==> config.mk <==
export PLATFORM = sky130hd
export DESIGN_NAME = tbird
export DESIGN_NICKNAME = d
export VERILOG_FILES = /design/src/rtl/tbird_pkg.sv /design/src/rtl/tbird_step_timer.sv /design/src/rtl/tbird.sv
export SDC_FILE = /design/constraint.sdc
export NUM_CORES = 1
export LEC_CHECK = 0
export BUFFER_PORTS_ARGS = -buffer_cell sky130_fd_sc_hd__buf_2
export CAP_MARGIN = 10
export CORE_MARGIN = 5
export CORE_UTILIZATION = 55
export DETAILED_ROUTE_END_ITERATION = 8
export PLACE_DENSITY_LB_ADDON = 0.2
export SLEW_MARGIN = 20
export SYNTH_ARGS = -nofsm -noshare
export SYNTH_HDL_FRONTEND = slang
export SYNTH_SLANG_ARGS = --single-unit
==> constraint.sdc <==
create_clock -name clock -period 2.05 [get_ports clock]
set_clock_uncertainty 0.05 [all_clocks]
set_input_delay 0.3075 -clock clock [delete_from_list [all_inputs] [get_ports clock]]
set_output_delay 0.3075 -clock clock [all_outputs]
set_load 0.005 [all_outputs]
==> src/rtl/tbird_pkg.sv <==
// Shared types for the tbird tail-light sequencer: sequencer states and the
// lamp pattern shown in each of them.
package tbird_pkg;

  typedef enum logic [2:0] {
    IDLE,
    L1,
    L2,
    L3,
    R1,
    R2,
    R3,
    HAZ
  } state_e;

  // Bit 0 of each side is the innermost lamp (led1).
  typedef struct packed {
    logic [2:0] left;
    logic [2:0] right;
  } led_t;

  localparam led_t LED_IDLE = '{left: 3'b000, right: 3'b000};
  localparam led_t LED_L1   = '{left: 3'b001, right: 3'b000};
  localparam led_t LED_L2   = '{left: 3'b011, right: 3'b000};
  localparam led_t LED_L3   = '{left: 3'b111, right: 3'b000};
  localparam led_t LED_R1   = '{left: 3'b000, right: 3'b001};
  localparam led_t LED_R2   = '{left: 3'b000, right: 3'b011};
  localparam led_t LED_R3   = '{left: 3'b000, right: 3'b111};
  localparam led_t LED_HAZ  = '{left: 3'b111, right: 3'b111};

  function automatic led_t led_pattern(input state_e s);
    led_t p;
    case (s)
      L1:      p = LED_L1;
      L2:      p = LED_L2;
      L3:      p = LED_L3;
      R1:      p = LED_R1;
      R2:      p = LED_R2;
      R3:      p = LED_R3;
      HAZ:     p = LED_HAZ;
      default: p = LED_IDLE;
    endcase
    return p;
  endfunction

endpackage

==> src/rtl/tbird_step_timer.sv <==
// Step counter for the tbird sequencer: counts 0..STEP_CYCLES-1 and pulses
// tick_o on the terminal count; clear_i holds it at zero.
module tbird_step_timer #(
  parameter int unsigned STEP_CYCLES = 2500
) (
  input  logic clock,
  input  logic reset_n,
  input  logic clear_i,
  output logic tick_o
);

  localparam int unsigned CW = (STEP_CYCLES > 1) ? $clog2(STEP_CYCLES) : 1;
  localparam logic [CW-1:0] LAST = CW'(STEP_CYCLES - 1);

  logic [CW-1:0] cnt_q, cnt_d;

  assign tick_o = ~clear_i & (cnt_q == LAST);

  always_comb begin
    cnt_d = cnt_q;
    if (clear_i || tick_o) begin
      cnt_d = '0;
    end else begin
      cnt_d = cnt_q + CW'(1);
    end
  end

  always_ff @(posedge clock) begin
    if (!reset_n) begin
      cnt_q <= '0;
    end else begin
      cnt_q <= cnt_d;
    end
  end

endmodule

==> src/rtl/tbird.sv <==
// Thunderbird tail-light sequencer: cumulative outward sweep for turns, all
// six lamps blinking for hazard. Define TBIRD_DEBOUNCE_EN to add a stability
// filter on each synchronized button.
module tbird
  import tbird_pkg::*;
#(
  parameter int unsigned STEP_CYCLES = 2500
`ifdef TBIRD_DEBOUNCE_EN
  ,
  parameter int unsigned DEBOUNCE_CYCLES = 16
`endif
) (
  input  logic clock,
  input  logic reset_n,
  input  logic right_button,
  input  logic left_button,
  input  logic hazard_button,
  output logic right_led1,
  output logic right_led2,
  output logic right_led3,
  output logic left_led1,
  output logic left_led2,
  output logic left_led3,
  output logic all_leds_on
);

  // Button vectors are ordered {hazard, left, right}, active-low.
  logic [2:0] sync1_q, sync2_q;
  logic [2:0] btn_n;

  // NOTE: sequential state uses non-blocking assignments so every flop samples
  // the pre-edge value of its source; blocking here would collapse the chain.
  always_ff @(posedge clock) begin
    if (!reset_n) begin
      sync1_q <= '1;
      sync2_q <= '1;
    end else begin
      sync1_q <= {hazard_button, left_button, right_button};
      sync2_q <= sync1_q;
    end
  end

`ifdef TBIRD_DEBOUNCE_EN
  localparam int unsigned DW = (DEBOUNCE_CYCLES > 1) ? $clog2(DEBOUNCE_CYCLES) : 1;
  localparam logic [DW-1:0] DEB_LAST = DW'(DEBOUNCE_CYCLES - 1);

  logic [2:0]    stable_q, stable_d;
  logic [DW-1:0] dcnt_q [3];
  logic [DW-1:0] dcnt_d [3];

  // A differing sample advances the counter; the new level is adopted on the
  // DEBOUNCE_CYCLES-th consecutive differing sample.
  always_comb begin
    stable_d = stable_q;
    for (int i = 0; i < 3; i++) begin
      dcnt_d[i] = dcnt_q[i];
      if (sync2_q[i] == stable_q[i]) begin
        dcnt_d[i] = '0;
      end else if (dcnt_q[i] == DEB_LAST) begin
        stable_d[i] = sync2_q[i];
        dcnt_d[i]   = '0;
      end else begin
        dcnt_d[i] = dcnt_q[i] + DW'(1);
      end
    end
  end

  always_ff @(posedge clock) begin
    if (!reset_n) begin
      stable_q <= '1;
      for (int i = 0; i < 3; i++) dcnt_q[i] <= '0;
    end else begin
      stable_q <= stable_d;
      for (int i = 0; i < 3; i++) dcnt_q[i] <= dcnt_d[i];
    end
  end

  assign btn_n = stable_q;
`else
  assign btn_n = sync2_q;
`endif

  logic req_r, req_l, req_h, go_haz;
  assign {req_h, req_l, req_r} = ~btn_n;
  assign go_haz = req_h | (req_l & req_r);

  state_e state_q, state_d, entry_state;
  logic   off_phase_q, off_phase_d;
  logic   tick, timer_clear;

  assign entry_state = go_haz ? HAZ : (req_l ? L1 : (req_r ? R1 : IDLE));
  assign timer_clear = (state_q == IDLE) && !off_phase_q;

  tbird_step_timer #(
    .STEP_CYCLES(STEP_CYCLES)
  ) u_timer (
    .clock  (clock),
    .reset_n(reset_n),
    .clear_i(timer_clear),
    .tick_o (tick)
  );

  // NOTE: every output of this block gets a default before the case, so no
  // path can leave a variable unassigned and infer a latch.
  always_comb begin
    state_d     = state_q;
    off_phase_d = off_phase_q;
    case (state_q)
      IDLE: begin
        if (!off_phase_q) begin
          state_d = entry_state;
        end else if (tick) begin
          off_phase_d = 1'b0;
          state_d     = entry_state;
        end
      end
      L1: if (tick) state_d = go_haz ? HAZ : L2;
      L2: if (tick) state_d = go_haz ? HAZ : L3;
      R1: if (tick) state_d = go_haz ? HAZ : R2;
      R2: if (tick) state_d = go_haz ? HAZ : R3;
      L3, R3, HAZ: begin
        if (tick) begin
          state_d     = IDLE;
          off_phase_d = 1'b1;
        end
      end
      default: begin
        state_d     = IDLE;
        off_phase_d = 1'b0;
      end
    endcase
  end

  led_t led_q;
  logic all_on_q;

  // Lamps are registered from the next state so they change on the same edge
  // as the state register.
  always_ff @(posedge clock) begin
    if (!reset_n) begin
      state_q     <= IDLE;
      off_phase_q <= 1'b0;
      led_q       <= LED_IDLE;
      all_on_q    <= 1'b0;
    end else begin
      state_q     <= state_d;
      off_phase_q <= off_phase_d;
      led_q       <= led_pattern(state_d);
      all_on_q    <= (state_d == HAZ);
    end
  end

  assign left_led1   = led_q.left[0];
  assign left_led2   = led_q.left[1];
  assign left_led3   = led_q.left[2];
  assign right_led1  = led_q.right[0];
  assign right_led2  = led_q.right[1];
  assign right_led3  = led_q.right[2];
  assign all_leds_on = all_on_q;

endmodule

==> results of run 1 <==
## stage by stage
stage                     setup WS, ps  hold slack (ps)  power, mW  instances  instance area (sq um)
final                            126.7            113.2      1.034        172                   1335
after global routing             3.467            110.3      1.086        172                   1335
after CTS                        126.2            97.53      1.048        172                   1335
after detailed placement         163.5            351.2     0.7132        165                   1280
after global placement           216.6            347.1     0.7109        165                   1280
after floorplan                  365.8            336.3     0.6850        129                   1197
## cell usage in the layout (no fill, tap or decap), drive strengths merged
| cell type | Yosys | routed |
|---|---|---|
| a21oi | 8 | 8 |
| nand3 | 3 | 3 |
| nand2b | 6 | 6 |
| o21a | 1 | 1 |
| ha | 1 | 1 |
| xor2 | 5 | 5 |
| nand2 | 8 | 8 |
| a21o | 1 | 1 |
| or3 | 2 | 2 |
| and4 | 1 | 1 |
| o22ai | 3 | 3 |
| and3 | 5 | 5 |
| nor3 | 2 | 2 |
| nor2b | 2 | 2 |
| o21ai | 1 | 1 |
| or2 | 1 | 1 |
| xnor2 | 5 | 5 |
| clkbuf | 1 | 7 |
| nand4 | 2 | 2 |
| a211oi | 2 | 2 |
| o311ai | 1 | 1 |
| mux2i | 1 | 1 |
| buf | 2 | 12 |
| dfxtp | 29 | 29 |
| o31ai | 1 | 1 |
| nor4b | 2 | 2 |
| a2111oi | 1 | 1 |
| a211o | 2 | 2 |
| inv | 8 | 8 |
| a31oi | 1 | 1 |
| and2 | 1 | 1 |
| nor2 | 20 | 20 |
## logic make-up (layout without fill, tap and decap cells)
kind of cell / after synthesis / in the layout / share of synthesized area (%)
adder cells (fa/ha/maj): 1 / 1 / 1.045
AND/OR/NAND/NOR: 55 / 55 / 25.92
AO/OA/AOI/OAI: 22 / 22 / 12.75
flip-flops: 29 / 29 / 48.49
XOR/XNOR: 10 / 10 / 7.314
multiplexers: 1 / 1 / 0.8360
buffers and inverters: 11 / 27 / 3.657
## worst max path at each step
stage                                 from  cells after the start     endpoint
final                     u_timer.cnt_q[0]                      6    left_led1
after global routing      u_timer.cnt_q[0]                      6  all_leds_on
after CTS                 u_timer.cnt_q[0]                      6    left_led1
after detailed placement  u_timer.cnt_q[0]                      6    left_led1
after global placement    u_timer.cnt_q[0]                      6    left_led1
after floorplan           u_timer.cnt_q[0]                      6    left_led1
## cell usage after synthesis
| master | instances | area share, % |
|---|---|---|
| a21oi_1 | 8 | 3.3 |
| inv_1 | 8 | 2.5 |
| nand3_2 | 1 | 0.84 |
| xnor2_1 | 5 | 3.7 |
| or2_2 | 1 | 0.52 |
| nor2b_1 | 2 | 1.0 |
| nor4b_4 | 2 | 4.0 |
| and4_1 | 1 | 0.73 |
| a2111oi_0 | 1 | 0.73 |
| clkbuf_1 | 1 | 0.31 |
| mux2i_1 | 1 | 0.84 |
| buf_2 | 2 | 0.84 |
| xor2_1 | 5 | 3.7 |
| nand3_1 | 2 | 0.84 |
| o21ai_0 | 1 | 0.42 |
| dfxtp_1 | 29 | 48 |
| ha_1 | 1 | 1.0 |
| o311ai_1 | 1 | 0.73 |
| nand2b_1 | 6 | 3.1 |
| or3_1 | 2 | 1.0 |
| nand4_1 | 2 | 1.0 |
| nand2_1 | 8 | 2.5 |
| a211o_1 | 2 | 1.5 |
| a211oi_1 | 1 | 0.63 |
| and3_1 | 5 | 2.6 |
| a31oi_1 | 1 | 0.52 |
| o31ai_2 | 1 | 1.0 |
| o21a_1 | 1 | 0.63 |
| a21o_1 | 1 | 0.63 |
| o22ai_1 | 3 | 1.6 |
| a211oi_2 | 1 | 1.0 |
| and2_1 | 1 | 0.52 |
| nor2_1 | 20 | 6.3 |
| nor3_1 | 2 | 0.84 |
## metal layers
metal  part of all wire (%)  up-vias  routed length [um]  GRT usage, %
li1                       -      472                   -             -
met1                     45      415                 931         16.29
met2                     47       17                 966         21.62
met3                    4.9        8                 102         4.817
met4                    3.1        0                  63         10.17
met5                      0        -                   0             0
## sequential cells by signal, summed over array words and instances, names as in the netlist
register / count
all_leds_on: 1
btn_n: 3
left_led1: 1
left_led2: 1
left_led3: 1
off_phase_q: 1
right_led1: 1
right_led2: 1
right_led3: 1
state_q: 3
sync1_q: 3
u_timer.cnt_q: 12
## final cells by class
| class | count | area, sq um | area share [%] |
|---|---|---|---|
| multi-input cells | 89 | 573.1 | 42.92 |
| well taps | 27 | 33.78 | 2.530 |
| inverters | 8 | 30.03 | 2.249 |
| clock buffers | 7 | 55.05 | 4.124 |
| repair buffers | 12 | 62.56 | 4.686 |
| flip-flops and latches | 29 | 580.6 | 43.49 |
## worst max-delay path, cell delays in order, from the launching register on
cell and delay, ps:
dfxtp_1 370, ha_1 230, nor4b_4 270, and3_1 270, mux2i_1 310, a21oi_1 140
o31ai_2 190
## power breakdown
group          total, mW  switching (mW)  internal [mW]
clock              0.333           0.172          0.161
combinational      0.100          0.0571         0.0432
sequential         0.601          0.0171          0.584
total               1.03           0.246          0.788
==> flow_summary_export.csv, run 1 <==
group,metric,value,unit
route,drc,0,
global_routing,grt_pass1_vias,814,
global_routing,antenna_found_initial,0,
logic_synthesis,syn_nets,135,
die,core,2022,sq um
layout,final_nets,151,
layout,fillers,169,
layout,drive_gt1_share,16.55,%
timing,finalMaxSlewViolations,0,
timing,hold_violations,0,
clock_tree,cts_buffers,5,
min_path,hp-start,"left_button",
clock_tree,cts_hold_buf,0,
place,dpl.hpwl,1526,um
die,die_w,56.66,um
setup_path,crit_arrival,2110,ps
timing,setup_violations,0,
die,start_util,59.22,%
route,finalWirelength,2064,um
min_path,hold_end,"sync1_q[1]",
pwr,p_per_area,774.7,nW/um^2
setup_path,rr_startpoint,"u_timer.cnt_q[0]",
route,firstDrtPassIters,4,
pwr,irDropWorstVdd,0.7154,mV
timing,period_share,93.82,%
place,portBuffers,11,
setup_path,r2r_slack,130,ps
global_routing,grt_max_degree,12,
setup_path,reg2reg_depth,6,
die,io_pins,12,
setup_path,required,2240,ps
die,chipHeight,56.66,um
logic_synthesis,postSynthRegisterBits,29,
route,viasPerCell,5.302,
timing,fmax,0.5199,GHz
min_path,holdPathStages,2,
logic_synthesis,synth.avg_cell_area,9.282,sq um
global_routing,track_usage,14.16,%
clock_tree,cts_buffer_depth,2,
layout,diodes,0,
timing,rsz0062_at_grt,"no",
route,drt_iter0_drc,24,
clock_tree,post_cts_buffers,0,
timing,relSlewSlack,41.12,%
setup_path,startpoint_type,"flip-flop",
route,num_vias,912,
setup_path,cp-end-kind,"flip-flop",
clock_tree,clock_sinks,29,
layout,synthToLayoutAreaGrowth,11.49,%
timing,tightest_slew,869.4,ps
setup_path,r2r-end,"left_led1",
global_routing,globalRouteOverflowTotal,0,
clock_tree,cts_tree,"done",
route,ant_nets,0,
timing,finalSetupTns,0,ps
layout,final_util,66.03,%
clock_tree,htreeDepth,2,
timing,fin_crit,1923,ps
logic_synthesis,synthDistinctLibCells,34,
logic_synthesis,synth_area,1197,sq um
place,place_congestion,0.8125,
run,drv_cap,0,
clock_tree,clk_latency,330,ps
min_path,hold_class,"in2reg",
die,rows,16,
logic_synthesis,yosysSeqAreaShare,48.48,%
global_routing,grt_pass1_wl,3415,um
route,wl_per_cell,12.00,um
pwr,leakage,0.5580,nW
logic_synthesis,ys_warn_count,0,
clock_tree,path_clk_slew,70,ps
die,dieArea,3210,sq um
logic_synthesis,synthCells,129,
clock_tree,cts_resized,0,
setup_path,worstSetupPathType,"reg2reg",
setup_path,cp_max_fo,4,
clock_tree,cts_root_buf,"clkbuf_4",
outcome,outcome,"complete, no violations",
Power figures use the tool's default switching activity.
==> run 2: changes to the inputs <==
--- a/config.mk
+++ b/config.mk
@@ -11,6 +11,7 @@
 export CORE_UTILIZATION = 55
 export DETAILED_ROUTE_END_ITERATION = 8
 export PLACE_DENSITY_LB_ADDON = 0.2
+export SETUP_SLACK_MARGIN = 0.5
 export SLEW_MARGIN = 20
 export SYNTH_ARGS = -nofsm -noshare
 export SYNTH_HDL_FRONTEND = slang
==> run 2 against run 1 <==
Register-to-register slack gained 230 ps; critical endpoint is now all_leds_on; utilization is 5.1 points higher; clock power grew 3%.
==> flow_summary_export.csv, run 2 (same netlist as run 1, synthesis figures left out) <==
group,metric,value,unit
layout,largest-register,"u_timer.cnt_q",
die,dieArea,3210,sq um
timing,finalSetupTns,0,ps
place,dpl.hpwl,1530,um
route,drt_iter0_drc,19,
clock_tree,cts_tree,"done",
die,core,2022,sq um
timing,hold_violations,0,
global_routing,use_met2,23.93,%
clock_tree,clk_latency,330,ps
outcome,outcome,"complete, no violations",
run,drv_cap,0,
setup_path,cp_max_fo,3,
route,wl_per_cell,12.72,um
global_routing,grt_use_met3,7.798,%
clock_tree,htreeDepth,2,
layout,final_common_cell,"dfxtp_1",
layout,drive_gt1_share,26.49,%
route,ant_nets,0,
timing,finalMaxSlewViolations,0,
global_routing,grt-busiest-layer,"met2",
global_routing,grt_use_met1,19.10,%
die,rows,16,
clock_tree,cts_root_buf,"clkbuf_4",
setup_path,startpoint_type,"flip-flop",
global_routing,track_usage,16.29,%
clock_tree,cts_buffer_depth,2,
global_routing,grt_max_degree,13,
place,place_congestion,0.7976,
route,viasPerCell,5.517,
setup_path,crit_arrival,1910,ps
timing,tightest_slew,390.9,ps
die,io_pins,12,
clock_tree,path_clk_slew,80,ps
route,finalWirelength,2265,um
clock_tree,cts_hold_buf,0,
pwr,leakage,0.5915,nW
clock_tree,cts_buffers,5,
timing,fmax,0.5903,GHz
global_routing,globalRouteOverflowTotal,0,
timing,fin_crit,1694,ps
route,num_vias,982,
layout,diodes,0,
die,chipHeight,56.66,um
global_routing,grt_pass1_wl,3953,um
layout,final_nets,157,
layout,synthToLayoutAreaGrowth,20.17,%
layout,layout_common_cells,"dfxtp_1, nor2_1, buf_2",
die,die_w,56.66,um
setup_path,required,2270,ps
route,firstDrtPassIters,4,
setup_path,worstSetupPathType,"reg2reg",
min_path,hold_class,"in2reg",
timing,setup_violations,0,
layout,largest_reg_flops,12,
layout,fin_area,1439,sq um
timing,relSlewSlack,73.90,%
global_routing,grt_pass1_vias,894,
timing,rsz0062_at_grt,"yes",
route,drc,0,
global_routing,antenna_found_initial,0,
timing,period_share,82.63,%
place,dpl_cell_area,1316,sq um
min_path,holdPathStages,2,
setup_path,cp-end-kind,"flip-flop",
die,start_util,59.22,%
setup_path,reg2reg_depth,6,
layout,fillers,163,
place,portBuffers,11,
pwr,irDropWorstVdd,0.5727,mV
clock_tree,clock_sinks,29,
pwr,p_per_area,739.0,nW/um^2
==> run 2: cell count changes in the layout (fill, tap and decap cells not counted), sizes merged <==
cell and change:
buf +6
==> run 2: worst paths after layout <==
path,from,to,slack (ps)
worst max register to register,u_timer.cnt_q[0],all_leds_on,360
worst min-delay path,hazard_button,sync1_q[2],100
worst max-delay path,u_timer.cnt_q[0],all_leds_on,360
worst min register to register,sync1_q[2],btn_n[2],370
==> run 2: critical path, cell delays in order (launching register included) <==
cell	delay [ps]
dfxtp_2	370
ha_4	140
nor4b_4	250
and3_4	270
mux2i_4	260
nand4_1	180
nor2_1	130
==> run 2: layout make-up <==
type	count	area [sq um]	area share (%)
Timing Repair Buffer	18	111.4	7.739
Sequential cell	29	583.1	40.52
Tap cell	27	33.78	2.348
Inverter	8	30.03	2.087
Clock buffer	7	55.05	3.826
Multi-Input combinational cell	89	625.6	43.48
==> run 2: per-stage QoR <==
step	power (mW)	utilization (%)	std cells	setup WS, ps	hold slack, ps
finish	1.063	71.16	178	356.0	104.8
global route	1.131	71.16	178	264.2	93.93
CTS	1.072	69.93	177	354.8	89.33
detailed placement	0.7224	65.10	165	345.2	348.0
global placement	0.7196	65.10	165	396.3	339.5
floorplan	0.6944	-	129	446.4	336.3
==> run 2: where the power goes <==
part / total, mW / switching, mW / internal (mW)
combinational: 0.115 / 0.0638 / 0.0515
clock: 0.344 / 0.183 / 0.161
sequential: 0.604 / 0.0196 / 0.584
==> run 2: per-layer routing <==
metal | part of all wire, % | up-vias
li1 | - | 480
met1 | 45 | 471
met2 | 46 | 24
met3 | 6.3 | 7
met4 | 2.7 | 0
met5 | 0 | -
==> run 2: timing repair <==
action                                  CTS  global route
resized for setup                         1             4
endpoints found under the setup margin    9            23
pin swaps                                 3             8
buffers inserted                          5             1
endpoints found under the hold margin     0             0
==> run 3: changes to the inputs <==
==> constraint.sdc (replaced) <==
create_clock -name clock -period 1.6 [get_ports clock]
set_clock_uncertainty 0.05 [all_clocks]
set_input_delay 0.24 -clock clock [delete_from_list [all_inputs] [get_ports clock]]
set_output_delay 0.24 -clock clock [all_outputs]
set_load 0.005 [all_outputs]
==> run 3 against run 2 <==
The flow now finishes with violations (negative setup slack); critical endpoint unchanged; highest routed layer unchanged; worst hold slack worse by 55 ps; largest power group unchanged; combinational power grew 54%; via count increased by 7.0%; total power grew 36%; first-iteration DRC count grew 130%; cell area rose by 10%.
==> flow_summary_export.csv, run 3 (same netlist as run 1, synthesis figures left out) <==
group,metric,value,unit
timing,finalMaxSlewViolations,0,
layout,synthToLayoutAreaGrowth,32.60,%
global_routing,track_usage,18.44,%
place,portBuffers,11,
setup_path,slowest_delay,360,ps
layout,final_common_cell,"dfxtp_1",
die,chipHeight,56.66,um
pwr,p_int,1.082,mW
timing,hold_violations,0,
pwr,power.share.clock,34.0,%
route,ant_nets,0,
route,finalWirelength,2627,um
clock_tree,cts_buffer_depth,2,
setup_path,worstPathCellList,"ha_4, nor4b_4, and3_4, mux2i_4, nand4_1, nor2_1",
timing,fin_crit,1744,ps
pwr,p_sw,358.9,uW
route,met2_length,1309,um
clock_tree,clk_latency,320,ps
global_routing,grt_pass1_vias,1050,
route,top_layer,"met4",
route,drt_iter0_drc,43,
die,die_w,56.66,um
pwr,irDropWorstVdd,0.6118,mV
pwr,combPwrFrac,12.3,%
setup_path,cp-end-kind,"flip-flop",
layout,layoutNonFillerInstCount,192,
setup_path,required,1800,ps
global_routing,antenna_found_initial,0,
timing,relSlewSlack,62.46,%
die,dieArea,3210,sq um
layout,diodes,0,
clock_tree,path_clk_slew,80,ps
route,num_vias,1051,
clock_tree,htreeDepth,2,
setup_path,slowest_stage,"dfxtp_2",
setup_path,crit_arrival,1940,ps
die,core,2022,sq um
timing,period_share,109.0,%
route,viasPerCell,5.474,
pwr,finalPower,1.441,mW
route,met3WireLength,134,um
clock_tree,clock_sinks,29,
timing,rsz0062_at_grt,"yes",
route,wl_met1,1142,um
pwr,p_seq_share,53.7,%
setup_path,worstSetupPathType,"reg2reg",
pwr,leakage,0.6775,nW
timing,setup_violations,10,
layout,final_nets,170,
global_routing,globalRouteOverflowTotal,0,
global_routing,grt_max_degree,13,
layout,layout_common_cells,"dfxtp_1, nor2_1, buf_4",
timing,fmax,0.5733,GHz
place,dp_cells,176,
clock_tree,cts_hold_buf,0,
layout,largest_reg_flops,12,
pwr,p_sw_share,24.90,%
outcome,outcome,"complete, but fails checks",
layout,drive_gt1_share,35.15,%
route,drc,0,
route,wl_per_cell,13.68,um
global_routing,grt_pass1_wl,4636,um
die,start_util,59.22,%
place,place_congestion,0.7782,
min_path,hold_class,"in2reg",
clock_tree,cts_buffers,5,
setup_path,cp_max_fo,3,
timing,tightest_slew,561.8,ps
layout,largest-register,"u_timer.cnt_q",
setup_path,startpoint_type,"flip-flop",
outcome,violations,"negative setup slack",
die,io_pins,12,
clock_tree,cts_tree,"done",
route,firstDrtPassIters,4,
timing,whs,50.18,ps
place,dpl.hpwl,1775,um
run,drv_cap,0,
pwr,p_per_area,907.8,nW/um^2
clock_tree,cts_root_buf,"clkbuf_4",
timing,finalSetupTns,-879.6,ps
die,rows,16,
timing,layout_setup_ws,-144.3,ps
[run 3: metal layers]
layer	global-route usage, %	up-vias
li1	-	513
met1	21.48	506
met2	31.35	27
met3	4.128	5
met4	9.153	0
met5	0	-
[run 3: area by class of cell]
cell class,instances,area (sq um)
clock inverter,1,5.005
fill,117,434.2
clock buffer,7,65.06
inverter,8,30.03
sequential,29,584.3
tap,27,33.78
multi-input combinational,89,660.6
timing repair buffer,31,209.0
[run 3: worst max-delay path: cells and delay by family (launching register included)]
kind                     cells  cell delay (ps)
adder cells (fa/ha/maj)      1              130
AND/OR/NAND/NOR              4              890
flip-flops                   1              360
multiplexers                 1              250
[run 3: per-stage QoR]
step / area (sq um) / setup WS (ps) / utilization [%]
after floorplan: 1257 / 4.056 / -
after global placement: 1416 / -54.86 / 70.05
after detailed placement: 1416 / -115.2 / 70.05
after CTS: 1568 / -104.2 / 77.54
after global routing: 1588 / -249.2 / 78.53
final: 1588 / -144.3 / 78.53
[run 3: timing repair]
action	in CTS	in global routing
gates resized for setup	9	1
setup buffers	6	2
endpoints found under the setup margin	23	23
pin swaps	8	6
[run 3: worst paths after layout]
check	start	end	slack, ps	depth (start not counted)
max	u_timer.cnt_q[0]	all_leds_on	-140	6
max reg2reg	u_timer.cnt_q[0]	all_leds_on	-140	6
min reg2reg	sync1_q[0]	btn_n[0]	360	1
min	right_button	sync1_q[0]	50	2
[run 3: power groups by stage]
stage	combinational, mW	sequential (mW)	clock, mW
floorplan	0.119	0.781	0
global placement	0.151	0.785	0
detailed placement	0.156	0.787	0
CTS	0.169	0.773	0.500
global route	0.193	0.777	0.540
finish	0.177	0.774	0.490
